--- src/rtl/muon_daq_pkg.sv ---
`default_nettype none
// ============================================================================
// Module   : muon_daq_pkg
// Purpose  : Shared types and constants for the muon DAQ pulse channels.
// Revision : 1.0 - initial release
// ============================================================================
package muon_daq_pkg;

    localparam int c_drop_cnt_width = 16;
    localparam int c_def_ts_width   = 32;
    localparam int c_def_width_bits = 16;

    typedef enum logic [1:0] {
        IDLE = 2'd0,
        HIGH = 2'd1,
        DEAD = 2'd2
    } pec_state_t;

    // Record layout at the default channel widths; FIFO words use the same order.
    typedef struct packed {
        logic [c_def_ts_width-1:0]   ts;
        logic [c_def_width_bits-1:0] width;
    } pulse_event_t;

endpackage
`default_nettype wire

--- src/rtl/event_fifo.sv ---
`default_nettype none
// ============================================================================
// Module   : event_fifo
// Purpose  : Show-ahead synchronous FIFO with async reset, one extra pointer bit.
// Revision : 1.0 - initial release
// ============================================================================
module event_fifo #(
    parameter int DEPTH      = 16,
    parameter int DATA_WIDTH = 48
) (
    input  logic                  clk,
    input  logic                  rst,
    input  logic                  i_push,
    input  logic [DATA_WIDTH-1:0] i_data,
    input  logic                  i_pop,
    output logic [DATA_WIDTH-1:0] o_data,
    output logic                  o_full,
    output logic                  o_empty
);

    localparam int c_aw = $clog2(DEPTH);

    logic [c_aw:0]           wr_ptr_q, wr_ptr_d;
    logic [c_aw:0]           rd_ptr_q, rd_ptr_d;
    logic [DATA_WIDTH-1:0]   mem_q [DEPTH];
    logic                    w_wr_en;
    logic                    w_rd_en;

    always_comb begin
        o_empty  = (wr_ptr_q == rd_ptr_q);
        o_full   = (wr_ptr_q[c_aw] != rd_ptr_q[c_aw]) &&
                   (wr_ptr_q[c_aw-1:0] == rd_ptr_q[c_aw-1:0]);
        w_rd_en  = i_pop & ~o_empty;
        // A full FIFO still accepts a write when the head leaves on the same edge.
        w_wr_en  = i_push & (~o_full | w_rd_en);
        wr_ptr_d = w_wr_en ? wr_ptr_q + 1'b1 : wr_ptr_q;
        rd_ptr_d = w_rd_en ? rd_ptr_q + 1'b1 : rd_ptr_q;
        o_data   = o_empty ? '0 : mem_q[rd_ptr_q[c_aw-1:0]];
    end

    always_ff @(posedge clk or posedge rst) begin
        if (rst) begin
            wr_ptr_q <= '0;
            rd_ptr_q <= '0;
        end else begin
            wr_ptr_q <= wr_ptr_d;
            rd_ptr_q <= rd_ptr_d;
        end
    end

    always_ff @(posedge clk) begin
        if (w_wr_en) begin
            mem_q[wr_ptr_q[c_aw-1:0]] <= i_data;
        end
    end

endmodule
`default_nettype wire

--- src/rtl/pulse_event_capture.sv ---
`default_nettype none
// ============================================================================
// Module   : pulse_event_capture
// Purpose  : Timestamps and measures pulses on one channel, queues event records.
// Revision : 1.0 - initial release
// ============================================================================
module pulse_event_capture
    import muon_daq_pkg::*;
#(
    parameter int TS_WIDTH   = 32,
    parameter int WIDTH_BITS = 16,
    parameter int DEPTH      = 16,
    parameter int MIN_WIDTH  = 2,
    parameter int DEADTIME   = 4
) (
    input  logic                        clk,
    input  logic                        rst,
    input  logic                        i_signal,
    output logic [TS_WIDTH-1:0]         o_ts,
    output logic [WIDTH_BITS-1:0]       o_width,
    output logic                        o_valid,
    input  logic                        i_ready,
    output logic                        o_full,
    output logic [c_drop_cnt_width-1:0] o_drop_count
);

    localparam int                     c_ew        = TS_WIDTH + WIDTH_BITS;
    localparam int                     c_dcw       = (DEADTIME > 1) ? $clog2(DEADTIME) : 1;
    localparam logic [WIDTH_BITS-1:0]  c_width_max = '1;
    localparam logic [WIDTH_BITS-1:0]  c_min_w     = WIDTH_BITS'(MIN_WIDTH);
    localparam logic [c_dcw-1:0]       c_dead_load = c_dcw'((DEADTIME > 0) ? DEADTIME - 1 : 0);

    pec_state_t                   state_q, state_d;
    logic [TS_WIDTH-1:0]          ts_cnt_q, ts_cnt_d;
    logic [TS_WIDTH-1:0]          ts_pend_q, ts_pend_d;
    logic [WIDTH_BITS-1:0]        width_q, width_d;
    logic [c_dcw-1:0]             dead_q, dead_d;
    logic [c_drop_cnt_width-1:0]  drop_q, drop_d;
    logic                         prev_q, prev_d;

    logic                         w_rise;
    logic                         w_push;
    logic                         w_pop;
    logic                         w_fifo_full;
    logic                         w_fifo_empty;
    logic [c_ew-1:0]              w_head;

    always_comb begin
        ts_cnt_d  = ts_cnt_q + 1'b1;
        prev_d    = i_signal;
        state_d   = state_q;
        ts_pend_d = ts_pend_q;
        width_d   = width_q;
        dead_d    = dead_q;
        w_push    = 1'b0;
        w_rise    = i_signal & ~prev_q;

        case (state_q)
            IDLE: begin
                if (w_rise) begin
                    ts_pend_d = ts_cnt_q;
                    width_d   = WIDTH_BITS'(1);
                    state_d   = HIGH;
                end
            end
            HIGH: begin
                if (i_signal) begin
                    if (width_q != c_width_max) begin
                        width_d = width_q + 1'b1;
                    end
                end else begin
                    w_push = (width_q >= c_min_w);
                    if (DEADTIME > 0) begin
                        state_d = DEAD;
                        dead_d  = c_dead_load;
                    end else begin
                        state_d = IDLE;
                    end
                end
            end
            DEAD: begin
                // Last dead cycle returns to IDLE so the next edge lands at F+DEADTIME+1.
                if (dead_q == '0) begin
                    state_d = IDLE;
                end else begin
                    dead_d = dead_q - 1'b1;
                end
            end
            default: state_d = IDLE;
        endcase
    end

    always_comb begin
        w_pop  = ~w_fifo_empty & i_ready;
        drop_d = drop_q;
        if (w_push && w_fifo_full && !w_pop && (drop_q != '1)) begin
            drop_d = drop_q + 1'b1;
        end
    end

    always_ff @(posedge clk or posedge rst) begin
        if (rst) begin
            state_q   <= IDLE;
            ts_cnt_q  <= '0;
            ts_pend_q <= '0;
            width_q   <= '0;
            dead_q    <= '0;
            drop_q    <= '0;
            prev_q    <= 1'b1;
        end else begin
            state_q   <= state_d;
            ts_cnt_q  <= ts_cnt_d;
            ts_pend_q <= ts_pend_d;
            width_q   <= width_d;
            dead_q    <= dead_d;
            drop_q    <= drop_d;
            prev_q    <= prev_d;
        end
    end

    event_fifo #(
        .DEPTH      (DEPTH),
        .DATA_WIDTH (c_ew)
    ) u_event_fifo (
        .clk     (clk),
        .rst     (rst),
        .i_push  (w_push),
        .i_data  ({ts_pend_q, width_q}),
        .i_pop   (w_pop),
        .o_data  (w_head),
        .o_full  (w_fifo_full),
        .o_empty (w_fifo_empty)
    );

    assign o_ts         = w_head[c_ew-1:WIDTH_BITS];
    assign o_width      = w_head[WIDTH_BITS-1:0];
    assign o_valid      = ~w_fifo_empty;
    assign o_full       = w_fifo_full;
    assign o_drop_count = drop_q;

endmodule
`default_nettype wire
--- config.mk ---
export PLATFORM = sky130hd
export DESIGN_NAME = pulse_event_capture
export DESIGN_NICKNAME = d
export VERILOG_FILES = /design/src/rtl/muon_daq_pkg.sv /design/src/rtl/event_fifo.sv /design/src/rtl/pulse_event_capture.sv
export SDC_FILE = /design/constraint.sdc
export NUM_CORES = 1
export LEC_CHECK = 0
export ABC_CLOCK_PERIOD_IN_PS = 10100
export BUFFER_PORTS_ARGS = -buffer_cell sky130_fd_sc_hd__clkbuf_2
export CAP_MARGIN = 10
export CORE_MARGIN = 1.5
export CORE_UTILIZATION = 31
export DETAILED_ROUTE_END_ITERATION = 10
export PLACE_DENSITY_LB_ADDON = 0.05
export SLEW_MARGIN = 20
export SYNTH_ARGS = -nofsm -noshare
export SYNTH_HDL_FRONTEND = slang
export SYNTH_SLANG_ARGS = --single-unit
--- constraint.sdc ---
create_clock -name clk -period 10.1 [get_ports clk]
set_input_delay 0 -clock clk [delete_from_list [all_inputs] [get_ports clk]]
set_output_delay 0 -clock clk [all_outputs]
set_load 0.02 [all_outputs]
==> results.cfg, run 1 <==
[run_status]
status = finished, final reports clean

[finish]
drive_gt1_frac = 0.271
fillers = 9954
antenna_cells = 0
syn_to_final_growth_pct = 16.0
fin_nets = 1775

[timing]
slew_viol_final = 0
tightest_slew_ns = 1.15
rsz0062_at_grt = no
max_freq_mhz = 218
setup_tns_ns = 0
slew-limit-headroom = 0.231
period_share = 0.453
finClkSkew_ns = 0.0148
setup_viol = 0
period_needed_ns = 4.58
whs_ns = 0.0892
hold_viol = 0

[synthesis]
avgSynthCellArea_um2 = 20.7
ys.flop_type = edfxtp_1
async_flop_share = 0.126
ys_top_cells_by_area = edfxtp_1 (68%), mux4_2 (13%), dfrtp_1 (8.1%), a22oi_1 (2.1%), mux2_2 (1.1%)
synth_commonest_cells = edfxtp_1 (768), mux4_2 (192), dfrtp_1 (110), a22oi_1 (96), a21oi_1 (53)
synth_edf_count = 768
syn_nets = 1651
synth_cell_types = 49
synth_most_common_cell = edfxtp_1
ys_warn_count = 0
synth_seq_cells = 879
netlist_area_um2 = 33900
syn_inst = 1637
synth-seq-area-share = 0.763
netlist.area_leader.share = 0.681
synth_top_area_cell = edfxtp_1

[die]
die_width_um = 334
chipHeight_um = 334
core_um2 = 109000
dieArea_um2 = 111000
initial_core_util = 0.312
num_rows = 121
ioPinCount = 70

[setup_path]
startpoint = u_event_fifo.rd_ptr_q[1]$_DFFE_PP0P_
worst-path-stages = 6
required_ns = 10.10
r2r_cells = 8
crit_path_frequent_cell = buf_4
critPathLaunchType = flip-flop
timing.critical_path.max_delay_family = buffers and inverters
worstSetupPathType = reg -> out
rr_startpoint = width_q[1]$_DFFE_PP0P_
critical_path.cell_chain = buf_4 > buf_4 > mux4_2 > a22oi_1 > a21oi_1 > clkbuf_2
slowest_stage = dfrtp_4
path_buf_inv = 3
endpoint = o_ts[6]
timing.rr.end = u_event_fifo.mem_q[3][12]$_DFFE_PP_
critPathMaxStageDelay_ns = 0.91
r2r_slack_ns = 5.94
cp_max_fo = 42
arrival_ns = 4.58
worst_setup_path_end_kind = primary output

[detailed_routing]
routedWlPerCell_um = 26.6
dr.pass1.iters = 5
drc = 0
routed.top_layer = met5
wl_met3_um = 2880
drt-initial-drc-count = 1212
met1_length_um = 38800
avgViaCountPerCell = 5.00
wirelength_um = 86600
num_vias = 16319
ant_nets = 0
wl_met2_um = 43000

[clocking]
post_cts_buffers = 0
tritoncts = yes
cts_num_sinks = 879
cts_root_buffer = clkbuf_16
insertion_delay_ns = 0.66
cts_resized = 0
cts_buffers = 102
cts-htree-levels = 3
clock_path_buffers = 3
cts.hold.buffers_added = 4
clkSlewWorstSetupHoldPaths_ns = 0.06

[place]
gp_congestion = 0.709
numPortBuffers = 69
hpwl_um = 44800

[global_routing]
grt_pass1_wl_um = 127000
grt_pass1_vias = 17807
gr-total-overflow = 0
grt_max_degree = 66
antenna_found_initial = 2
track_usage = 0.158

[pwr]
cellPowerDensity_nw_per_um2 = 256
ir_worst_vdd_mv = 0.158
cellLeakagePower_nw = 13.2

[hold_path]
worstHoldStart = i_signal
hold_class = in -> reg

[run]
cap_violations = 0
[stage by stage]
step	power [W]	worst slack [ns]	util	std cells	area, um^2
after CTS	0.0103	5.24	0.361	3258	39200
final	0.0101	5.52	0.362	3261	39300
after global routing	0.0105	5.10	0.362	3261	39300
after global placement	0.00672	5.96	0.331	3063	36000
after floorplan	0.00580	4.61	-	1637	33900
after detailed placement	0.00674	5.87	0.332	3064	36000
[worst register-to-register path, cell delays in order (launching register included)]
cell and delay, ns:
dfrtp_1 0.75, ha_1 0.33, nor4_1 0.08, and4_1 0.27, a2111oi_4 0.94, nand2_1 0.23
nor3_2 0.15, buf_4 0.43, buf_4 0.57
[flip-flops by register name, summed over array words and instances (netlist names)]
signal / flops
u_event_fifo.wr_ptr_q: 5
width_q: 16
u_event_fifo.mem_q: 768
state_q: 2
prev_q: 1
ts_pend_q: 32
ts_cnt_q: 32
o_drop_count: 16
u_event_fifo.rd_ptr_q: 5
dead_q: 2
[cells by family after synthesis]
kind of cell	share of synthesized area
compound gates	0.0333
xor+xnor	0.0173
fa+ha+maj	0.00369
buf+inv	0.0121
flops	0.763
mux	0.139
simple gates	0.0314
[cell usage in the layout, fill, tap and decap left out, drive strengths merged, types with 5 or more instances in the layout]
| master | count |
|---|---|
| a21oi | 53 |
| inv | 19 |
| xnor2 | 39 |
| buf | 31 |
| and3 | 23 |
| nand2b | 5 |
| dfrtp | 110 |
| xor2 | 28 |
| clkinv | 35 |
| mux2 | 34 |
| nand2 | 34 |
| clkbuf | 214 |
| o21ai | 6 |
| edfxtp | 768 |
| nand3 | 19 |
| nor3 | 12 |
| mux4 | 192 |
| a22oi | 96 |
| ha | 10 |
| and4 | 7 |
| nor4 | 20 |
| nor2b | 5 |
| nor2 | 31 |
| nand4 | 21 |
[worst min-delay path by stage]
stage,end,slack (ns),depth (start not counted)
after global placement,ts_pend_q[14]$_DFFE_PP0P_,0.12,2
after floorplan,prev_q$_DFF_PP1_,0.004,0
after detailed placement,ts_pend_q[14]$_DFFE_PP0P_,0.13,2
after CTS,prev_q$_DFF_PP1_,0.04,2
after global routing,prev_q$_DFF_PP1_,0.1,2
final,prev_q$_DFF_PP1_,0.09,2
[layout make-up]
class                   count  area, um^2  share of cell area
inverters                  14        57.6             0.00146
flip-flops and latches    879       25800               0.658
repair buffers            104         702              0.0179
clock buffers             145        2860              0.0727
clock inverters            45         324             0.00824
well taps                1414        1770              0.0450
multi-input cells         660        7750               0.197
[layer usage]
metal | up-vias | global-route usage
met2 | 303 | 0.267
li1 | 7045 | -
met3 | 120 | 0.0234
met5 | - | 0
met1 | 8849 | 0.211
met4 | 2 | 0.0479
[report_power, final]
part           total, W  internal [W]  switching [W]
Clock           0.00350       0.00206        0.00144
Sequential      0.00432       0.00408       0.000236
Combinational   0.00225      0.000833        0.00142
Total            0.0101       0.00698        0.00309
Note: power is estimated with default switching activity, not from simulation.
==> run 2: changes to the inputs <==
--- a/config.mk
+++ b/config.mk
@@ -5,7 +5,7 @@
 export SDC_FILE = /design/constraint.sdc
 export NUM_CORES = 1
 export LEC_CHECK = 0
-export ABC_CLOCK_PERIOD_IN_PS = 10100
+export ABC_CLOCK_PERIOD_IN_PS = 4500
 export BUFFER_PORTS_ARGS = -buffer_cell sky130_fd_sc_hd__clkbuf_2
 export CAP_MARGIN = 10
 export CORE_MARGIN = 1.5
==> constraint.sdc (replaced) <==
create_clock -name clk -period 4.5 [get_ports clk]
set_input_delay 0 -clock clk [delete_from_list [all_inputs] [get_ports clk]]
set_output_delay 0 -clock clk [all_outputs]
set_load 0.02 [all_outputs]
==> results.cfg, run 2 (synthesis gave the netlist of run 1 again) <==
[run_status]
status = finished, final reports clean

[die]
die_width_um = 334
num_rows = 121
core_um2 = 109000
dieArea_um2 = 111000
chipHeight_um = 334
ioPinCount = 70
initial_core_util = 0.312

[timing]
period_needed_ns = 3.39
period_share = 0.753
finClkSkew_ns = 0.0213
setup_tns_ns = 0
slew-limit-headroom = 0.280
setup_viol = 0
tightest_slew_ns = 1.08
max_freq_mhz = 295
slew_viol_final = 0
hold_viol = 0
rsz0062_at_grt = no

[clocking]
post_cts_buffers = 0
cts_root_buffer = clkbuf_16
cts_resized = 0
insertion_delay_ns = 0.68
clkSlewWorstSetupHoldPaths_ns = 0.06
cts_num_sinks = 879
tritoncts = yes
cts-htree-levels = 3
cts.hold.buffers_added = 3
cts_buffers = 100
clock_path_buffers = 3

[finish]
fillers = 9969
drive_gt1_frac = 0.279
syn_to_final_growth_pct = 16.7
final_area_um2 = 39500
final_cell_mix = edfxtp_1 (768), mux4_2 (192), dfrtp_1 (108)
finish.utilization = 0.364
layout_commonest_cell = edfxtp_1
largest_reg_flops = 768
fin_nets = 1790

[setup_path]
worst_setup_path_end_kind = primary output
required_ns = 4.50
cp_max_fo = 33
rr_startpoint = width_q[0]$_DFFE_PP0P_
startpoint = u_event_fifo.rd_ptr_q[0]$_DFFE_PP0P_
worstSetupPathType = reg -> out
critPathLaunchType = flip-flop
arrival_ns = 3.39

[detailed_routing]
ant_nets = 0
drc = 0
dr.pass1.iters = 5
num_vias = 16402
wirelength_um = 89700
avgViaCountPerCell = 5.00
routedWlPerCell_um = 27.4
drt-initial-drc-count = 1133

[global_routing]
antenna_found_initial = 2
grt_use_met1 = 0.222
grt_max_degree = 149
grt_use_met2 = 0.269
track_usage = 0.162
gr-total-overflow = 0
grtUsageMet3 = 0.0266
grt.busiest_layer = met2
grt_pass1_wl_um = 129000
grt_pass1_vias = 17758

[place]
dpl_cell_area_um2 = 36200
numPortBuffers = 69
gp_congestion = 0.694
hpwl_um = 50600

[run]
cap_violations = 0

[hold_path]
hold_class = in -> async

[pwr]
ir_worst_vdd_mv = 1.06
cellLeakagePower_nw = 13.3
cellPowerDensity_nw_per_um2 = 578
## run 2: changes by cell type in the layout (fill, tap and decap cells not counted), sizes merged
cell,delta
buf,+18
bufinv,+4
clkbuf,-12
clkinv,+8
diode,+1
dlygate4sd3,-1
inv,-1
## run 2: area by class of cell
type	instances	area (um^2)	share of cell area
antenna	1	2.50	0.0000633
clock buffer	133	2710	0.0686
clock inverter	56	529	0.0134
inverter	14	57.6	0.00146
multi-input combinational	660	7740	0.196
sequential	879	25800	0.654
tap	1414	1770	0.0448
timing repair buffer	121	856	0.0217
## run 2: final timing paths
path | to | slack [ns] | cells past startpoint
worst max-delay path | o_ts[27] | 1.11 | 6
worst min-delay path | o_drop_count[1]$_DFFE_PP0P_ | 0.03 | 3
worst max register to register | u_event_fifo.mem_q[2][35]$_DFFE_PP_ | 1.22 | 8
worst min register to register | ts_cnt_q[31]$_DFF_PP0_ | 0.48 | 1
max in group asynchronous | ts_cnt_q[24]$_DFF_PP0_ | 3.34 | 4
min in group clk | prev_q$_DFF_PP1_ | 0.14 | 2
## run 2: worst max-delay path, cell delays in order, from the launching register on
cell and delay (ns):
dfrtp_1 0.51, xor2_1 0.24, nor4_4 0.45, and2_4 0.66, buf_4 0.48, a21oi_1 0.16
clkbuf_2 0.19
## run 2: where the power goes
| part | switching, W | internal (W) | leakage [nW] |
|---|---|---|---|
| clock network | 0.00334 | 0.00470 | 1.59 |
| logic | 0.00339 | 0.00194 | 2.94 |
| registers | 0.000302 | 0.00917 | 8.76 |
| total | 0.00703 | 0.0158 | 13.3 |
## run 2: metrics by stage
step                total power, W  setup WS, ns  hold slack (ns)  instances
finish                      0.0228          1.11           0.0324       3278
floorplan                   0.0130         0.487          0.00448       1637
global placement            0.0152          1.22            0.247       3085
global route                0.0239         0.968           0.0956       3277
CTS                         0.0233          1.05           0.0752       3277
detailed placement          0.0152          1.19            0.253       3085
## run 2: layer usage
layer / share of wire / routed length, um / up-vias
li1: - / - / 7081
met1: 0.45 / 40500 / 8891
met2: 0.49 / 44100 / 324
met3: 0.040 / 3630 / 106
met4: 0.017 / 1520 / 0
met5: 0 / 0 / -
